[src/rtl/fios_result_collector.sv]
// Result collector at the tail of the FIOS Montgomery PE chain.
// Takes the serial (low word, carry word) stream from the last PE, LSW first.
// Each carry is folded into the next word, and the carries are resolved one
// word at a time. The normalised product is built up in a parallel register
// and handed downstream with a valid/ready handshake.
//
// Ports:
//   clock_i         rising-edge clock
//   reset_i         asynchronous, active-high reset
//   res_valid_i     a word/carry pair is present this cycle
//   res_first_i     the pair is word 0 of a new result
//   res_word_i      low result word k
//   carry_word_i    high part of word k, weight 2^(WORD_WIDTH*(k+1))
//   result_o        normalised result; word k at [WORD_WIDTH*k +: WORD_WIDTH]
//   result_top_o    excess above result_o (last carry word + running carry)
//   result_valid_o  result_o/result_top_o hold a complete result
//   result_ready_i  downstream accepts the result
//   busy_o          collection in progress
//   protocol_err_o  sticky: a word was dropped
module fios_result_collector #(
  parameter int unsigned WORD_WIDTH = 17,
  parameter int unsigned WORD_COUNT = 4
) (
  input  logic                             clock_i,
  input  logic                             reset_i,
  input  logic                             res_valid_i,
  input  logic                             res_first_i,
  input  logic [WORD_WIDTH-1:0]            res_word_i,
  input  logic [WORD_WIDTH-1:0]            carry_word_i,
  output logic [WORD_COUNT*WORD_WIDTH-1:0] result_o,
  output logic [WORD_WIDTH+1:0]            result_top_o,
  output logic                             result_valid_o,
  input  logic                             result_ready_i,
  output logic                             busy_o,
  output logic                             protocol_err_o
);

  localparam int unsigned IW = (WORD_COUNT > 1) ? $clog2(WORD_COUNT) : 1;
  localparam int unsigned SW = WORD_WIDTH + 2;

  typedef enum logic [1:0] {
    ST_IDLE,
    ST_COLLECT,
    ST_HOLD
  } state_t;

  state_t                r_state;
  state_t                w_state_nxt;
  logic [IW-1:0]         r_count;
  logic [1:0]            r_run_carry;
  logic [WORD_WIDTH-1:0] r_prev_carry;
  logic [WORD_WIDTH-1:0] r_word [WORD_COUNT];
  logic [SW-1:0]         r_top;
  logic                  r_valid;
  logic                  r_busy;
  logic                  r_err;

  logic                  w_handshake;
  logic                  w_start;
  logic                  w_accept;
  logic                  w_restart;
  logic                  w_drop;
  logic                  w_last;
  logic [IW-1:0]         w_k;
  logic [WORD_WIDTH-1:0] w_prev;
  logic [1:0]            w_run;
  logic [SW-1:0]         w_sum;

  // State register
  always_ff @(posedge clock_i or posedge reset_i) begin
    if (reset_i) begin
      r_state <= ST_IDLE;
    end else begin
      r_state <= w_state_nxt;
    end
  end

  // Accept/drop decision, carry folding and next state
  always_comb begin
    w_state_nxt = r_state;
    w_accept    = 1'b0;
    w_restart   = 1'b0;
    w_handshake = (r_state == ST_HOLD) && result_ready_i;
    w_start     = res_valid_i && res_first_i;

    case (r_state)
      ST_IDLE: begin
        w_accept  = w_start;
        w_restart = w_start;
      end
      ST_COLLECT: begin
        // A first word mid-collection aborts the partial result.
        w_accept  = res_valid_i;
        w_restart = res_first_i;
      end
      ST_HOLD: begin
        // Only a new first word that arrives with the handshake is accepted.
        w_accept  = w_handshake && w_start;
        w_restart = w_handshake && w_start;
      end
      default: begin
        w_accept  = 1'b0;
        w_restart = 1'b0;
      end
    endcase

    w_drop = res_valid_i && !w_accept;

    // On a first word, the carries from the previous result are ignored.
    w_k    = w_restart ? '0 : r_count;
    w_prev = w_restart ? '0 : r_prev_carry;
    w_run  = w_restart ? '0 : r_run_carry;
    w_sum  = SW'(res_word_i) + SW'(w_prev) + SW'(w_run);
    w_last = w_accept && (w_k == IW'(WORD_COUNT - 1));

    if (w_accept) begin
      w_state_nxt = w_last ? ST_HOLD : ST_COLLECT;
    end else if (w_handshake) begin
      w_state_nxt = ST_IDLE;
    end
  end

  // Datapath, status and registered outputs
  always_ff @(posedge clock_i or posedge reset_i) begin
    if (reset_i) begin
      r_count      <= '0;
      r_run_carry  <= '0;
      r_prev_carry <= '0;
      r_top        <= '0;
      r_valid      <= 1'b0;
      r_busy       <= 1'b0;
      r_err        <= 1'b0;
      for (int i = 0; i < int'(WORD_COUNT); i++) begin
        r_word[i] <= '0;
      end
    end else begin
      if (w_accept) begin
        r_word[w_k]  <= w_sum[WORD_WIDTH-1:0];
        r_run_carry  <= w_sum[SW-1:WORD_WIDTH];
        r_prev_carry <= carry_word_i;
        // Wraps to 0 after the last word; a new result always restarts at 0.
        r_count      <= w_k + IW'(1);
      end
      if (w_last) begin
        r_top <= SW'(carry_word_i) + SW'(w_sum[SW-1:WORD_WIDTH]);
      end
      if (w_drop) begin
        r_err <= 1'b1;
      end
      r_valid <= (w_state_nxt == ST_HOLD);
      r_busy  <= (w_state_nxt == ST_COLLECT);
    end
  end

  // Flatten the word registers onto the result bus
  for (genvar g = 0; g < int'(WORD_COUNT); g++) begin : g_result
    assign result_o[g*WORD_WIDTH +: WORD_WIDTH] = r_word[g];
  end

  assign result_top_o   = r_top;
  assign result_valid_o = r_valid;
  assign busy_o         = r_busy;
  assign protocol_err_o = r_err;

endmodule
[config.mk]
export PLATFORM = sky130hd
export DESIGN_NAME = fios_result_collector
export DESIGN_NICKNAME = d
export VERILOG_FILES = /design/src/rtl/fios_result_collector.sv
export SDC_FILE = /design/constraint.sdc
export NUM_CORES = 1
export LEC_CHECK = 0
export ABC_CLOCK_PERIOD_IN_PS = 4800
export CAP_MARGIN = 25
export CORE_UTILIZATION = 40
export CTS_BUF_LIST = sky130_fd_sc_hd__clkbuf_8
export CTS_CLUSTER_SIZE = 40
export DETAILED_ROUTE_END_ITERATION = 8
export HOLD_SLACK_MARGIN = 0.02
export PLACE_DENSITY = 0.66
export REMOVE_ABC_BUFFERS = 1
export SYNTH_ARGS = -nofsm -noshare
export SYNTH_HDL_FRONTEND = slang
export SYNTH_SLANG_ARGS = --single-unit
[constraint.sdc]
create_clock -name clock_i -period 4.8 [get_ports clock_i]
set_clock_uncertainty 0.2 [all_clocks]
set_input_delay 0.72 -clock clock_i [delete_from_list [all_inputs] [get_ports clock_i]]
set_output_delay 0.72 -clock clock_i [all_outputs]
set_load 0.05 [all_outputs]
==> flow_metrics.env <==
export IMPL_drt_iter0_drc=191
export IMPL_fin_nets=864
export IMPL_crit_path_start_kind="input pin"
export IMPL_diodes=0
export IMPL_synth_yosys_seq_area_share_pct=50.68
export IMPL_wl_per_cell_um=14.66
export IMPL_synth_top_area_share_pct=50.68
export IMPL_startpoint="result_ready_i"
export IMPL_power_total_mw=6.218
export IMPL_drc_errors=0
export IMPL_synth_area_um2=5530
export IMPL_preCtsSetupSlack_ps=-1193
export IMPL_fmaxAchievable_mhz=207.8
export IMPL_fin_util_pct=60.48
export IMPL_synthCells=561
export IMPL_dieHeight_um=119.6
export IMPL_clk_pin_slew_ps=100
export IMPL_synth_area_leaders="dfrtp_1, nand2_1, ha_1, o21ai_0, o21ai_1"
export IMPL_synthTopCellsByCount="nand2_1, dfrtp_1, o21ai_0"
export IMPL_r2r_start="r_state[0]"
export IMPL_insertion_delay_ps=380
export IMPL_p_per_area_nw_per_um2=770.2
export IMPL_leakagePower_nw=3.842
export IMPL_crit_path_end_kind="flop"
export IMPL_synthMostInstantiatedCell="nand2_1"
export IMPL_postCtsHoldBufs=0
export IMPL_num_io_pins=129
export IMPL_cp_max_fo=5
export IMPL_cts_buffers=9
export IMPL_cts_tree="yes"
export IMPL_period_minus_slack_ps=4812
export IMPL_hold_viol_final=0
export IMPL_cp_cell_sequence="buf_2 -> inv_2 -> o21ai_2 -> o211ai_1 -> and2_1 -> fa_1 -> ha_2 -> fa_2 -> a21o_1 -> a221o_2 -> a31oi_4 -> o21ai_2 -> xor2_2 -> ha_2 -> inv_2 -> fa_2 -> nor3b_2 -> and2_4 -> nor3b_4 -> xnor2_1 -> o21ai_1"
export IMPL_postRouteWirelength_um=14140
export IMPL_highest_layer="met4"
export IMPL_antenna_found_initial=0
export IMPL_cp_arrival_ps=4860
export IMPL_relSlewSlack_pct=44.54
export IMPL_htreeDepth=3
export IMPL_start_util_pct=41.43
export IMPL_synth_edf_count=0
export IMPL_worst_slew_pin_slew_ps=831.9
export IMPL_status="finished, violations left"
export IMPL_grt_start_max_net_pins=69
export IMPL_dieArea_um2=14300
export IMPL_cts_buffer_depth=2
export IMPL_critPathMaxStageDelay_ps=460
export IMPL_wl_met1_um=6401
export IMPL_ys_ff_latch=112
export IMPL_vias=4698
export IMPL_core_area_um2=13350
export IMPL_hold_path_class="flop to flop"
export IMPL_critPathKind="input pin to flop"
export IMPL_layout_drive_gt1_share_pct=21.29
export IMPL_die_w_um=119.6
export IMPL_grt_overflow=0
export IMPL_layout_setup_ws_ps=-11.53
export IMPL_synth_warning_count=0
export IMPL_hold_start="r_prev_carry[10]"
export IMPL_portBuffers=127
export IMPL_ant_nets=0
export IMPL_synth_top_cell_by_area="dfrtp_1"
export IMPL_slowest_stage="fa_1"
export IMPL_area_delta_synth_final_pct=45.97
export IMPL_period_share_pct=100.2
export IMPL_ir_drop_mv=0.3529
export IMPL_slew_violations=0
export IMPL_synth_area_per_cell_um2=9.858
export IMPL_cap_violations=0
export IMPL_wl_met3_um=484
export IMPL_routabilityCongestion=0.8391
export IMPL_via_per_inst=4.868
export IMPL_violations="setup timing"
export IMPL_rows=42
export IMPL_holdWs_ps=279.2
export IMPL_cp_data_required_time_ps=4850
export IMPL_cts_root_buf="clkbuf_8"
export IMPL_dp_hpwl_um=9652
export IMPL_async_flop_share_pct=100.0
export IMPL_clock_sinks=112
export IMPL_dr_wl_met2_um=6843
export IMPL_finalSetupViolations=2
export IMPL_rsz0062_at_grt="yes"
export IMPL_grt_pass1_wl_um=23360
export IMPL_yosysUniqueCellTypes=45
export IMPL_grt_pass1_vias=4772
export IMPL_grtUsageTotal_pct=20.89
export IMPL_synth_main_ff_cell="dfrtp_1"
export IMPL_drtPass1Iterations=4
state kept, by name, summed over array words and instances (netlist names):
signal          cells
busy_o              1
protocol_err_o      1
result_top_o       18
r_state             2
result_valid_o      1
result_o           68
r_prev_carry       17
r_count             2
r_run_carry         2
metal layers:
| layer | up-vias | track usage, % |
|---|---|---|
| li1 | 2337 | - |
| met1 | 2215 | 26.53 |
| met2 | 119 | 35.08 |
| met3 | 27 | 3.184 |
| met4 | 0 | 9.609 |
| met5 | - | 0 |
cells in the final DEF, fill, tap and decap left out, types with 3 or more instances in the layout:
cell             Yosys  layout
buf_4                1     112
clkdlybuf4s50_1      0     124
nor2_1               8       8
nand4_1              7       7
xnor2_1             17      17
clkbuf_8             0      11
inv_1               12       9
o21ai_0             51      49
o21ai_1             34      34
bufinv_16            0       3
o211ai_1             4       4
nand3_1              5       5
and2_1              21      20
nand2_1            149     147
xor2_1              11      10
ha_1                37      35
a21o_1               7       7
dfrtp_1            112     112
mux2_2               9       9
a21oi_1             12      11
o21a_1               3       3
and3_1               3       3
power breakdown:
part           internal (mW)  switching [mW]  total [mW]  leakage (nW)
Clock                  0.374           0.307       0.681         0.126
Sequential              1.37           0.234        1.60          1.39
Combinational           1.51            2.42        3.93          2.32
per-stage QoR:
stage	area (um2)	TNS, ps	instances
after floorplan	5423	-6558	534
after global placement	7332	-10530	892
after detailed placement	7332	-12290	892
after CTS	8010	0	960
after global routing	8073	-1072	965
final	8073	-15.98	965
timing repair:
item | in CTS | in global routing
setup endpoints to repair | 16 | 13
pin swaps | 16 | 13
setup buffers | 52 | 7
gates resized for setup | 22 | 8
final cells by class:
cell class	instances	area (um2)
Tap cell	176	220.2
Clock inverter	5	102.6
Sequential cell	112	2803
Inverter	12	47.55
Multi-Input combinational cell	410	2648
Fill cell	1151	5275
Clock buffer	11	151.4
Timing Repair Buffer	239	2101
worst max-delay path: cells and delay by family:
kind | cells | cell delay [ps]
adders and majority gates | 5 | 1570
xor gates and xnor gates | 2 | 300
AOI/OAI and AO/OA | 7 | 1240
and+or+nand+nor | 4 | 850
buffers and inverters | 3 | 170
cells by family after synthesis:
logic type      after synthesis  share of synthesized area [%]
xor+xnor                     30                          5.023
mux                          10                          2.104
fa+ha+maj                    41                          9.819
compound gates              125                          13.64
other cells                   1                        0.06781
flops                       112                          50.68
simple gates                203                          15.91
buf+inv                      39                          2.760
path summary, 6_finish.rpt:
| check | end | slack (ps) | depth (start not counted) |
|---|---|---|---|
| max in group asynchronous | result_o[46] | 2910 | 3 |
| min in group asynchronous | result_o[3] | 660 | 2 |
| max reg2reg | result_top_o[16] | 0 | 19 |
| min reg2reg | r_prev_carry[10] | 280 | 2 |
| max | result_top_o[16] | -10 | 21 |
| min | r_prev_carry[10] | 280 | 2 |
Note: power is estimated with default switching activity, not from simulation.
